<file path="config.mk">
export PLATFORM = sky130hd
export DESIGN_NAME = imm_pipe_gen_flat
export DESIGN_NICKNAME = d
export VERILOG_FILES = /design/src/rtl/imm_pipe_gen_if.sv /design/src/rtl/imm_pipe_gen.sv /design/src/flat_wrapper.sv
export SDC_FILE = /design/constraint.sdc
export NUM_CORES = 1
export LEC_CHECK = 0
export ABC_AREA = 1
export CAP_MARGIN = 20
export CORE_MARGIN = 5
export CORE_UTILIZATION = 51
export CTS_BUF_LIST = sky130_fd_sc_hd__clkbuf_16
export DETAILED_ROUTE_END_ITERATION = 7
export HOLD_SLACK_MARGIN = 0.15
export PLACE_DENSITY = 0.86
export SYNTH_ARGS = -nofsm -noshare
export SYNTH_HDL_FRONTEND = slang
export SYNTH_SLANG_ARGS = --single-unit
</file>
<file path="constraint.sdc">
create_clock -name clk -period 4.05 [get_ports clk]
set_clock_uncertainty 0.15 [all_clocks]
set_input_delay 0.405 -clock clk [delete_from_list [all_inputs] [get_ports clk]]
set_output_delay 0.405 -clock clk [all_outputs]
set_load 0.02 [all_outputs]
</file>
<file path="src/rtl/imm_pipe_gen_if.sv">
// Handshake bundle for imm_pipe_gen: instruction input side and extended-immediate output side.
// slave = the generator itself, master = the decoder / register-read environment.
interface imm_pipe_gen_if #(
    parameter int XLEN  = 32,
    parameter int TAG_W = 8
);
    // Valid/ready on both sides: a transfer happens on a rising edge where valid & ready are both 1;
    // a producer holds its payload stable while valid = 1 and ready = 0.
    logic              in_valid;
    logic              in_ready;
    logic [31:0]       in_instr;
    logic [TAG_W-1:0]  in_tag;
    logic              out_valid;
    logic              out_ready;
    logic [XLEN-1:0]   out_imm;
    logic              out_fmt;
    logic [TAG_W-1:0]  out_tag;

    modport master (
        output in_valid, in_instr, in_tag, out_ready,
        input  in_ready, out_valid, out_imm, out_fmt, out_tag
    );

    modport slave (
        input  in_valid, in_instr, in_tag, out_ready,
        output in_ready, out_valid, out_imm, out_fmt, out_tag
    );
endinterface

</file>
<file path="src/rtl/imm_pipe_gen.sv">
// Decode-stage immediate generator: format decode, sign extension and a 2-entry output buffer.
// Optional macro IMM_BR_SHIFT_EN scales B-format immediates by 4 (byte offset) before extension.
module imm_pipe_gen #(
    parameter int XLEN  = 32,
    parameter int TAG_W = 8
) (
    input  logic                clk,
    input  logic                rst_n,
    input  logic                flush,
    imm_pipe_gen_if.slave       pipe_if,
    output logic [1:0]          state_o
);

    typedef enum logic [1:0] {
        ST_EMPTY = 2'd0,
        ST_ONE   = 2'd1,
        ST_FULL  = 2'd2
    } state_t;

    state_t             state_q;
    logic               in_ready_q;
    logic               out_valid_q;
    logic [XLEN-1:0]    head_imm_q;
    logic               head_fmt_q;
    logic [TAG_W-1:0]   head_tag_q;
    logic [XLEN-1:0]    tail_imm_q;
    logic               tail_fmt_q;
    logic [TAG_W-1:0]   tail_tag_q;

    logic [4:0]         opcode_w;
    logic               is_b_w;
    logic [15:0]        field_w;
    logic [XLEN-1:0]    imm_d;
    logic               push_w;
    logic               pop_w;
    logic               unused_instr_w;

    assign opcode_w       = pipe_if.in_instr[31:27];
    assign is_b_w         = (opcode_w >= 5'b10000) && (opcode_w <= 5'b10100);
    assign field_w        = is_b_w ? pipe_if.in_instr[26:11] : pipe_if.in_instr[19:4];
    assign unused_instr_w = ^pipe_if.in_instr[3:0];

`ifdef IMM_BR_SHIFT_EN
    // Scaling keeps field bit 15 as the sign; the cast then extends or truncates to XLEN.
    logic [17:0] scaled_w;
    assign scaled_w = is_b_w ? {field_w, 2'b00} : {{2{field_w[15]}}, field_w};
    assign imm_d    = XLEN'($signed(scaled_w));
`else
    assign imm_d    = XLEN'($signed(field_w));
`endif

    assign push_w = pipe_if.in_valid & in_ready_q;
    assign pop_w  = out_valid_q & pipe_if.out_ready;

    // in_ready/out_valid are registered alongside the state, so out_ready never reaches in_ready.
    always_ff @(posedge clk or negedge rst_n) begin
        if (!rst_n) begin
            state_q     <= ST_EMPTY;
            in_ready_q  <= 1'b1;
            out_valid_q <= 1'b0;
            head_imm_q  <= '0;
            head_fmt_q  <= 1'b0;
            head_tag_q  <= '0;
            tail_imm_q  <= '0;
            tail_fmt_q  <= 1'b0;
            tail_tag_q  <= '0;
        end else if (flush) begin
            state_q     <= ST_EMPTY;
            in_ready_q  <= 1'b1;
            out_valid_q <= 1'b0;
        end else begin
            case (state_q)
                ST_EMPTY: begin
                    if (push_w) begin
                        head_imm_q  <= imm_d;
                        head_fmt_q  <= is_b_w;
                        head_tag_q  <= pipe_if.in_tag;
                        state_q     <= ST_ONE;
                        out_valid_q <= 1'b1;
                    end
                end
                ST_ONE: begin
                    if (push_w && pop_w) begin
                        head_imm_q <= imm_d;
                        head_fmt_q <= is_b_w;
                        head_tag_q <= pipe_if.in_tag;
                    end else if (push_w) begin
                        tail_imm_q <= imm_d;
                        tail_fmt_q <= is_b_w;
                        tail_tag_q <= pipe_if.in_tag;
                        state_q    <= ST_FULL;
                        in_ready_q <= 1'b0;
                    end else if (pop_w) begin
                        state_q     <= ST_EMPTY;
                        out_valid_q <= 1'b0;
                    end
                end
                ST_FULL: begin
                    if (pop_w) begin
                        head_imm_q <= tail_imm_q;
                        head_fmt_q <= tail_fmt_q;
                        head_tag_q <= tail_tag_q;
                        state_q    <= ST_ONE;
                        in_ready_q <= 1'b1;
                    end
                end
                default: begin
                    state_q     <= ST_EMPTY;
                    in_ready_q  <= 1'b1;
                    out_valid_q <= 1'b0;
                end
            endcase
        end
    end

    assign pipe_if.in_ready  = in_ready_q;
    assign pipe_if.out_valid = out_valid_q;
    assign pipe_if.out_imm   = head_imm_q;
    assign pipe_if.out_fmt   = head_fmt_q;
    assign pipe_if.out_tag   = head_tag_q;
    assign state_o           = state_q;

endmodule

</file>
<file path="src/flat_wrapper.sv">
// flat-port wrapper written by rule: the top's interface ports become plain ports
module imm_pipe_gen_flat 
#(
    parameter int XLEN  = 32,
    parameter int TAG_W = 8
)
  (clk, rst_n, flush, state_o, pipe_if_in_valid, pipe_if_in_instr, pipe_if_in_tag, pipe_if_out_ready, pipe_if_in_ready, pipe_if_out_valid, pipe_if_out_imm, pipe_if_out_fmt, pipe_if_out_tag);
  imm_pipe_gen_if #(.XLEN(XLEN), .TAG_W(TAG_W)) pipe_if_i ();
  input  logic clk;
  input  logic rst_n;
  input  logic flush;
  output logic [1:0] state_o;
  input wire logic [$bits(pipe_if_i.in_valid)-1:0] pipe_if_in_valid;
  input wire logic [$bits(pipe_if_i.in_instr)-1:0] pipe_if_in_instr;
  input wire logic [$bits(pipe_if_i.in_tag)-1:0] pipe_if_in_tag;
  input wire logic [$bits(pipe_if_i.out_ready)-1:0] pipe_if_out_ready;
  output wire logic [$bits(pipe_if_i.in_ready)-1:0] pipe_if_in_ready;
  output wire logic [$bits(pipe_if_i.out_valid)-1:0] pipe_if_out_valid;
  output wire logic [$bits(pipe_if_i.out_imm)-1:0] pipe_if_out_imm;
  output wire logic [$bits(pipe_if_i.out_fmt)-1:0] pipe_if_out_fmt;
  output wire logic [$bits(pipe_if_i.out_tag)-1:0] pipe_if_out_tag;
  assign pipe_if_i.in_valid = pipe_if_in_valid;
  assign pipe_if_i.in_instr = pipe_if_in_instr;
  assign pipe_if_i.in_tag = pipe_if_in_tag;
  assign pipe_if_i.out_ready = pipe_if_out_ready;
  assign pipe_if_in_ready = pipe_if_i.in_ready;
  assign pipe_if_out_valid = pipe_if_i.out_valid;
  assign pipe_if_out_imm = pipe_if_i.out_imm;
  assign pipe_if_out_fmt = pipe_if_i.out_fmt;
  assign pipe_if_out_tag = pipe_if_i.out_tag;
  imm_pipe_gen #(.XLEN(XLEN), .TAG_W(TAG_W)) u_core (.clk(clk), .rst_n(rst_n), .flush(flush), .pipe_if(pipe_if_i), .state_o(state_o));
endmodule
</file>
==> impl_metrics.csv, run 1 <==
group,metric,value,unit
pwr,vdd_ir_drop_max,382,uV
placement,globalplace.congestion,0.897,
final_layout,final_common_cell,"nand2_1",
floorplan,die_x,86.1,microns
drt,route.met3.wl,418,microns
floorplan,start_util,52.9,%
timing,hold_viol,0,
drt,met1_length,2920,microns
floorplan,rows,27,
drt,wl,6990,microns
timing,rsz0062_at_grt,"false",
timing,tightest_slew,688,ps
timing,max_freq,0.441,GHz
logic_synthesis,yosys.area.top_type_share,45.0,%
drt,vias,2692,
status,status,"complete, no violations",
logic_synthesis,synth_area,0.00295,sq mm
logic_synthesis,synth_area_leaders,"dfrtp_1, nand2_1, nand3_1",
placement,dpl.hpwl,4920,microns
drt,drtIter0Drc,157,
timing,min_period_over_period,56.0,%
drt,drc,0,
logic_synthesis,syn-num-nets,444,
critical_path,path_class,"input pin to register",
floorplan,fp.dieH,86.1,microns
placement,port_buffers,85,
logic_synthesis,synth_warnings,0,
cts,cts_tree,"built",
cts,clk_pin_slew,70,ps
placement,placed_cell_area,0.00365,sq mm
cts,cts_hold_buf,1,
logic_synthesis,syn_avg_cell_area,7.39,sq um
min_path,hold_class,"register to register",
critical_path,critPathCaptureType,"register",
drt,via_per_inst,5.03,
timing,relSlewSlack,54.1,%
final_layout,area_delta_synth_final,29.0,%
logic_synthesis,synth_cell_types,19,
cts,cts_max_path_buffers,2,
timing,slew_violations,0,
final_layout,layout_common_cells,"nand2_1, clkdlybuf4s50_1, dfrtp_1",
pwr,finalPower,2.58,mW
critical_path,critPathMaxFanout,29,
critical_path,cp_cell_sequence,"clkdlybuf4s50_1, nor2_2, nand3_1, nor2_2, buf_4, inv_1, nand2_1, o21ai_1",
timing,setup_slack,1780,ps
cts,cts_sinks,54,
timing,tns,0,ps
timing,min_period,2270,ps
cts,post_cts_buffers,0,
drt,drt-pass1-iter-count,4,
global_route,grt-ovfl-total,0,
job,cap_viol_max_count,0,
global_route,grt_pass1_wl,11800,microns
global_route,grt_pass1_vias,2596,
pwr,p_sw_share,39.5,%
pwr,power_switching,1.02,mW
logic_synthesis,synth_seq_cells,54,
logic_synthesis,synth_cells,399,
placement,place_ws,1500,ps
final_layout,final_util,68.3,%
final_layout,nNetsFinal,507,
critical_path,cp_common_cell,"nor2_2",
global_route,grt_use_total,19.5,%
pwr,power.internal,1.56,mW
floorplan,fp.coreArea,0.00557,sq mm
floorplan,io_pins,90,
final_layout,antenna_cells,0,
global_route,antenna_found_initial,0,
final_layout,design_area,0.00381,sq mm
drt,wl_met2,3530,microns
critical_path,cp_slowest_cell,"clkdlybuf4s50_1",
pwr,p_comb_share,47.1,%
critical_path,cp.required,4040,ps
pwr,power.share.sequential,36.4,%
drt,avgRoutedWirePerCell,13.1,microns
timing,finalSetupViolCount,0,
cts,cts-root-buf,"clkbuf_16",
pwr,pwr_density_cell,677,mW/mm^2
logic_synthesis,netlist.top_cell.by_area,"dfrtp_1",
cts,htreeDepth,2,
final_layout,drive_gt1_share,8.21,%
drt,ant_nets,0,
logic_synthesis,ys_seq_area_share,45.8,%
critical_path,worst_path_largest_cell_delay,510,ps
cts,cts_buffers,5,
critical_path,arrival,2260,ps
global_route,grt_max_degree,47,
drt,dr.max_layer_used,"met4",
pwr,clockPowerShare,16.5,%
critical_path,worstSetupStartpointType,"input pin",
cts,cts_resized,0,
pwr,power_leakage,1.98,nW
cts,clk_latency,290,ps
floorplan,die-area,0.00741,sq mm
state kept, by name, summed over array words and instances (netlist names):
signal	cells
u_core.pipe_if.out_imm	16
u_core.tail_imm_q	16
u_core.pipe_if.out_tag	8
u_core.tail_tag_q	8
u_core.state_o	2
u_core.pipe_if.in_ready	1
u_core.pipe_if.out_fmt	1
u_core.pipe_if.out_valid	1
u_core.tail_fmt_q	1
final timing paths:
check | from | end | slack [ps] | cells past startpoint
worst min register to register | u_core.pipe_if.in_ready$_DFFE_PN1P_ | u_core.pipe_if.in_ready$_DFFE_PN1P_ | 320 | 2
max in group asynchronous | rst_n | u_core.tail_imm_q[12]$_DFFE_PN0P_ | 2500 | 3
worst max-delay path | flush | u_core.tail_tag_q[6]$_DFFE_PN0P_ | 1780 | 8
min in group asynchronous | rst_n | u_core.state_o[0]$_DFFE_PN0P_ | 440 | 2
worst max register to register | u_core.state_o[1]$_DFFE_PN0P_ | u_core.tail_tag_q[6]$_DFFE_PN0P_ | 1970 | 7
worst min-delay path | u_core.pipe_if.in_ready$_DFFE_PN1P_ | u_core.pipe_if.in_ready$_DFFE_PN1P_ | 320 | 2
stage by stage:
step / instances / hold slack (ps)
3_3_place_gp: 526 / 216
6_report: 535 / 323
4_1_cts: 535 / 327
2_1_floorplan: 399 / -40.6
3_5_place_dp: 526 / 223
5_1_grt: 535 / 343
worst max-delay path: cells and delay by family:
kind | cells | cell delay [ps]
AOI/OAI and AO/OA | 1 | 80
and+or+nand+nor | 4 | 540
buffers and inverters | 3 | 1210
power by group through the flow:
stage	sequential, mW	combinational, mW	clock (mW)
6_report	0.937	1.21	0.426
5_1_grt	0.973	1.33	0.455
4_1_cts	0.939	1.23	0.435
3_5_place_dp	0.947	1.22	0
3_3_place_gp	0.935	1.19	0
2_1_floorplan	1.08	0.649	0
cells in the mapped netlist:
library cell	number
nand2_4	2
buf_6	7
a21boi_0	1
o21ai_4	1
nor2_2	18
inv_2	1
nor2_1	20
o21ai_0	13
dfstp_2	1
nor2_4	1
buf_2	7
nand2_2	3
nand3b_1	1
buf_4	19
nand3_1	37
dfrtp_1	53
inv_1	16
o21ai_1	10
nand2_1	188
routing by layer:
metal | GRT usage [%] | vias to the layer above
met5 | 0 | -
met3 | 3.17 | 14
met2 | 33.4 | 89
met4 | 6.62 | 0
met1 | 24.8 | 1246
li1 | - | 1343
logic make-up (layout without fill, tap and decap cells):
family | Yosys count | in the layout | share of synthesized area [%]
buf+inv | 50 | 114 | 10.9
compound gates | 25 | 25 | 4.71
flops | 54 | 54 | 45.8
simple gates | 270 | 270 | 38.6
area by class of cell:
class	count	area, sq um
clock buffers	5	125
clock inverters	3	20.0
fillers	456	1770
inverters	17	63.8
multi-input cells	295	1280
flip-flops and latches	54	1350
well taps	72	90.1
repair buffers	89	878
Power figures use the tool's default switching activity.
==> inputs of run 2 (changes only) <==
CORE_UTILIZATION = 47   (was 51)
PLACE_DENSITY = 0.8   (was 0.86)
clock period = 2.26 ns   (was 4.05 ns; I/O delays follow)
==> impl_metrics.csv, run 2 (same netlist as run 1, synthesis figures left out) <==
group,metric,value,unit
status,status,"complete, no violations",
final_layout,nNetsFinal,511,
critical_path,arrival,1590,ps
pwr,clockPowerShare,16.2,%
timing,finalSetupViolCount,0,
job,cap_viol_max_count,0,
drt,wl,7210,microns
critical_path,rrSetupSlack,480,ps
critical_path,cp_cell_sequence,"clkdlybuf4s50_1",
critical_path,crit-reg2reg-launch,"u_core.state_o[0]$_DFFE_PN0P_",
final_layout,final_common_cell,"nand2_1",
drt,vias,2725,
cts,cts_max_path_buffers,2,
critical_path,path_delay_family,"buffers and inverters",
timing,hold_viol,0,
cts,cts_sinks,54,
global_route,grt_pass1_wl,12100,microns
floorplan,io_pins,90,
critical_path,path_class,"register to output port",
floorplan,rows,28,
floorplan,die_x,89.2,microns
pwr,power.internal,2.82,mW
placement,dpl.hpwl,5220,microns
critical_path,worstSetupStartpointType,"register",
cts,cts_tree,"built",
timing,min_period_over_period,86.9,%
drt,drc,0,
drt,drt-pass1-iter-count,4,
critical_path,cp.required,1880,ps
final_layout,layout_common_cells,"nand2_1, clkdlybuf4s50_1, dfrtp_1",
floorplan,fp.dieH,89.2,microns
pwr,vdd_ir_drop_max,762,uV
timing,relSlewSlack,52.8,%
placement,port_buffers,85,
floorplan,fp.coreArea,0.00603,sq mm
cts,clk_pin_slew,70,ps
drt,ant_nets,0,
global_route,grt_max_degree,47,
placement,place_ws,214,ps
pwr,power_leakage,2.01,nW
final_layout,antenna_cells,0,
final_layout,drive_gt1_share,8.99,%
drt,avgRoutedWirePerCell,13.3,microns
global_route,grt_use_total,19.1,%
min_path,min_to,"u_core.pipe_if.in_ready$_DFFE_PN1P_",
critical_path,ff2ff_path_depth,8,
timing,tns,0,ps
critical_path,cp_slowest_cell,"clkdlybuf4s50_1",
pwr,power.share.sequential,36.3,%
min_path,hold_path_startpoint,"u_core.pipe_if.in_ready$_DFFE_PN1P_",
timing,slew_violations,0,
critical_path,worst_path_largest_cell_delay,690,ps
cts,clk_latency,290,ps
cts,cts_buffers,5,
pwr,p_sw_share,39.3,%
pwr,pwr_density_cell,1200,mW/mm^2
drt,via_per_inst,5.03,
critical_path,critPathCaptureType,"output port",
global_route,antenna_found_initial,0,
drt,drtIter0Drc,179,
timing,min_period,1960,ps
timing,rsz0062_at_grt,"false",
critical_path,crit_buf_inv,1,
timing,setup_slack,296,ps
global_route,grt-ovfl-total,0,
min_path,hold_class,"register to register",
floorplan,start_util,49.0,%
critical_path,r2r_end,"u_core.pipe_if.out_tag[6]$_DFFE_PN0P_",
final_layout,fill_cells,540,
pwr,p_comb_share,47.5,%
floorplan,die-area,0.00796,sq mm
final_layout,area_delta_synth_final,31.0,%
placement,globalplace.congestion,0.810,
timing,max_freq,0.509,GHz
global_route,grt_pass1_vias,2711,
critical_path,critPathMaxFanout,18,
min_path,min_path_cells,2,
timing,tightest_slew,708,ps
cts,cts-root-buf,"clkbuf_16",
cts,htreeDepth,2,
pwr,power_switching,1.83,mW
[run 2: cell types whose count changed in the layout (fill, tap and decap cells not counted), sizes merged]
cell | previous run | this run
buf | 4 | 8
[run 2: what timing repair did]
item,CTS,global route
endpoints found under the hold margin,25,0
buffers inserted,0,0
resized for setup,0,0
hold buffers,1,0
[run 2: routing by layer]
metal / routed length [microns] / vias up / share of wire (%) / GRT usage [%]
li1: - / 1356 / - / -
met1: 3120 / 1266 / 43 / 23.8
met2: 3540 / 97 / 49 / 34.2
met3: 484 / 6 / 6.7 / 3.50
met4: 67 / 0 / 0.93 / 4.60
met5: 0 / - / 0 / 0
[run 2: worst max-delay path by stage]
| stage | start | endpoint | slack, ps | depth (start not counted) |
|---|---|---|---|---|
| 6_report | u_core.pipe_if.out_imm[30]$_DFFE_PN0P_ | pipe_if_out_imm[29] | 300 | 1 |
| 5_1_grt | u_core.pipe_if.out_imm[30]$_DFFE_PN0P_ | pipe_if_out_imm[19] | 180 | 1 |
| 4_1_cts | u_core.pipe_if.out_imm[30]$_DFFE_PN0P_ | pipe_if_out_imm[17] | 250 | 1 |
| 3_5_place_dp | flush | u_core.tail_imm_q[12]$_DFFE_PN0P_ | 210 | 7 |
| 3_3_place_gp | flush | u_core.tail_tag_q[6]$_DFFE_PN0P_ | 270 | 7 |
| 2_1_floorplan | u_core.pipe_if.in_ready$_DFFE_PN1P_ | u_core.pipe_if.out_imm[30]$_DFFE_PN0P_ | 710 | 6 |
[run 2: cell type report]
type	instances	area, sq um	area share (%)
clock buffers	5	125	3.24
clock inverters	3	20.0	0.518
inverters	17	63.8	1.65
multi-input cells	295	1280	33.0
flip-flops and latches	54	1350	35.0
well taps	75	93.8	2.43
repair buffers	93	933	24.1
[run 2: through the flow]
stage / cell area (sq um) / std cells / power (mW) / hold slack (ps) / utilization, %
after floorplan: 2950 / 399 / 3.11 / -220 / -
after global placement: 3710 / 533 / 3.85 / 136 / 61.6
after detailed placement: 3710 / 533 / 3.93 / 142 / 61.6
after CTS: 3870 / 542 / 4.70 / 330 / 64.2
after global routing: 3870 / 542 / 4.99 / 347 / 64.2
final: 3870 / 542 / 4.65 / 324 / 64.2
[run 2: power by group through the flow]
stage	clock (mW)	combinational [mW]	sequential, mW
after floorplan	0	1.16	1.94
after global placement	0	2.17	1.68
after detailed placement	0	2.22	1.70
after CTS	0.777	2.23	1.69
after global routing	0.811	2.42	1.76
final	0.754	2.21	1.69
[run 2: tightest hold or removal path, stage by stage, from the launching register on]
cell and delay, ps:
dfstp_2 380, nand2_1 60, nand2_1 40
==> inputs of run 3 (changes only) <==
CORE_UTILIZATION = 35   (was 47)
PLACE_DENSITY = unset   (was 0.8)
SETUP_SLACK_MARGIN = 0.4   (was unset)
==> impl_metrics.csv, run 3 (same netlist as run 1, synthesis figures left out) <==
group,metric,value,unit
status,status,"complete, no violations",
placement,port_buffers,85,
critical_path,cp_cell_sequence,"clkdlybuf4s50_1",
placement,placed_cells,562,
timing,hold_viol,0,
critical_path,arrival,1440,ps
placement,dpl.hpwl,5150,microns
cts,cts_tree,"built",
final_layout,area_delta_synth_final,33.7,%
pwr,vdd_ir_drop_max,382,uV
critical_path,worst_path_largest_cell_delay,600,ps
drt,vias,2641,
final_layout,drive_gt1_share,9.85,%
timing,tightest_slew,748,ps
cts,cts_sinks,54,
floorplan,die_x,102,microns
floorplan,die-area,0.0104,sq mm
final_layout,final_util,48.0,%
critical_path,worstSetupStartpointType,"register",
floorplan,start_util,35.9,%
min_path,hold_class,"input pin to asynchronous set/reset pin",
global_route,grt-ovfl-total,0,
drt,drtIter0Drc,142,
drt,drt-pass1-iter-count,4,
floorplan,io_pins,90,
final_layout,multiInputGateArea,0.00129,sq mm
timing,finalSetupViolCount,0,
floorplan,rows,33,
pwr,pwr_density_cell,1180,mW/mm^2
final_layout,fill_cells,818,
final_layout,layout_common_cells,"nand2_1, clkdlybuf4s50_1, dfrtp_1",
critical_path,path_delay_family,"buffers and inverters",
global_route,antenna_found_initial,0,
cts,cts_max_path_buffers,2,
drt,avgRoutedWirePerCell,13.4,microns
pwr,power.share.sequential,36.0,%
critical_path,critPathCaptureType,"output port",
timing,min_period_over_period,80.4,%
pwr,power.internal,2.79,mW
final_layout,nNetsFinal,511,
drt,ant_nets,0,
timing,tns,0,ps
pwr,p_sw_share,40.2,%
critical_path,cp.required,1880,ps
critical_path,startpoint,"u_core.pipe_if.in_ready$_DFFE_PN1P_",
job,cap_viol_max_count,0,
global_route,grt_use_total,14.9,%
critical_path,path_class,"register to output port",
cts,clk_pin_slew,70,ps
critical_path,crit_buf_inv,1,
final_layout,final_common_cell,"nand2_1",
global_route,grt_max_degree,47,
pwr,clockPowerShare,17.2,%
cts,cts-root-buf,"clkbuf_16",
cts,htreeDepth,2,
pwr,power_switching,1.87,mW
cts,cts_buffers,5,
timing,rsz0062_at_grt,"true",
critical_path,critPathMaxFanout,3,
placement,globalplace.congestion,0.756,
pwr,power_leakage,2.18,nW
final_layout,antenna_cells,0,
timing,slew_violations,0,
floorplan,fp.coreArea,0.00822,sq mm
final_layout,final_cells,572,
drt,wl,7690,microns
drt,via_per_inst,4.62,
cts,clk_latency,300,ps
global_route,grt_pass1_vias,2485,
drt,drc,0,
floorplan,fp.dieH,102,microns
global_route,grt_pass1_wl,12300,microns
final_layout,regArea,0.00136,sq mm
timing,min_period,1820,ps
timing,whs,284,ps
pwr,finalPower,4.67,mW
timing,max_freq,0.551,GHz
critical_path,crit-reg2reg-launch,"u_core.pipe_if.in_ready$_DFFE_PN1P_",
timing,relSlewSlack,50.1,%
critical_path,cp_slowest_cell,"clkdlybuf4s50_1",
pwr,p_comb_share,46.8,%
[run 3: cell types whose count changed in the layout (fill, tap and decap cells not counted), sizes merged]
cell,delta
clkdlybuf4s50,-16
dlymetal6s2s,+13
dlygate4sd2,+3
buf,-1
clkinv,-1
clkinvlp,+1
nand2,+1
[run 3: path summary, 6_finish.rpt]
check	endpoint	slack (ps)	cells past startpoint
worst min register to register	u_core.pipe_if.in_ready$_DFFE_PN1P_	320	2
worst min-delay path	u_core.pipe_if.out_imm[12]$_DFFE_PN0P_	280	2
min in group clk	u_core.pipe_if.in_ready$_DFFE_PN1P_	320	2
max in group asynchronous	u_core.pipe_if.in_ready$_DFFE_PN1P_	1040	3
worst max-delay path	pipe_if_in_ready	440	1
worst max register to register	u_core.pipe_if.out_imm[13]$_DFFE_PN0P_	510	7
[run 3: timing repair]
item                                   4_1_cts  5_1_grt
endpoints found under the hold margin       19        0
pin swaps                                    0        1
hold buffers                                 1        0
setup endpoints to repair                   17       35
setup buffers                                0        0
cloned                                       0        1
gates resized for setup                      4       16
[run 3: routing by layer]
metal	vias up	GRT usage, %	wire length [microns]	part of all wire, %
met4	0	4.24	95	1.2
li1	1352	-	-	-
met2	75	23.5	3520	46
met1	1205	20.9	3530	46
met3	9	2.94	547	7.1
met5	-	0	0	0
[run 3: cell type report]
| class | instances | area share (%) |
|---|---|---|
| well taps | 105 | 3.33 |
| multi-input cells | 296 | 32.6 |
| flip-flops and latches | 54 | 34.3 |
| clock buffers | 5 | 3.17 |
| repair buffers | 92 | 24.3 |
| clock inverters | 3 | 0.603 |
| inverters | 17 | 1.62 |
[run 3: power groups by stage]
stage | Clock [mW] | Combinational [mW] | Sequential (mW)
after floorplan | 0 | 1.16 | 1.94
after global placement | 0 | 2.20 | 1.68
after detailed placement | 0 | 2.22 | 1.70
after CTS | 0.819 | 2.22 | 1.69
after global routing | 0.857 | 2.40 | 1.75
final | 0.801 | 2.19 | 1.68
[run 3: through the flow]
stage               setup WS [ps]  area (sq um)
floorplan                     707          2950
global placement              221          3740
detailed placement            186          3740
CTS                           400          3900
global route                  379          3950
finish                        443          3950
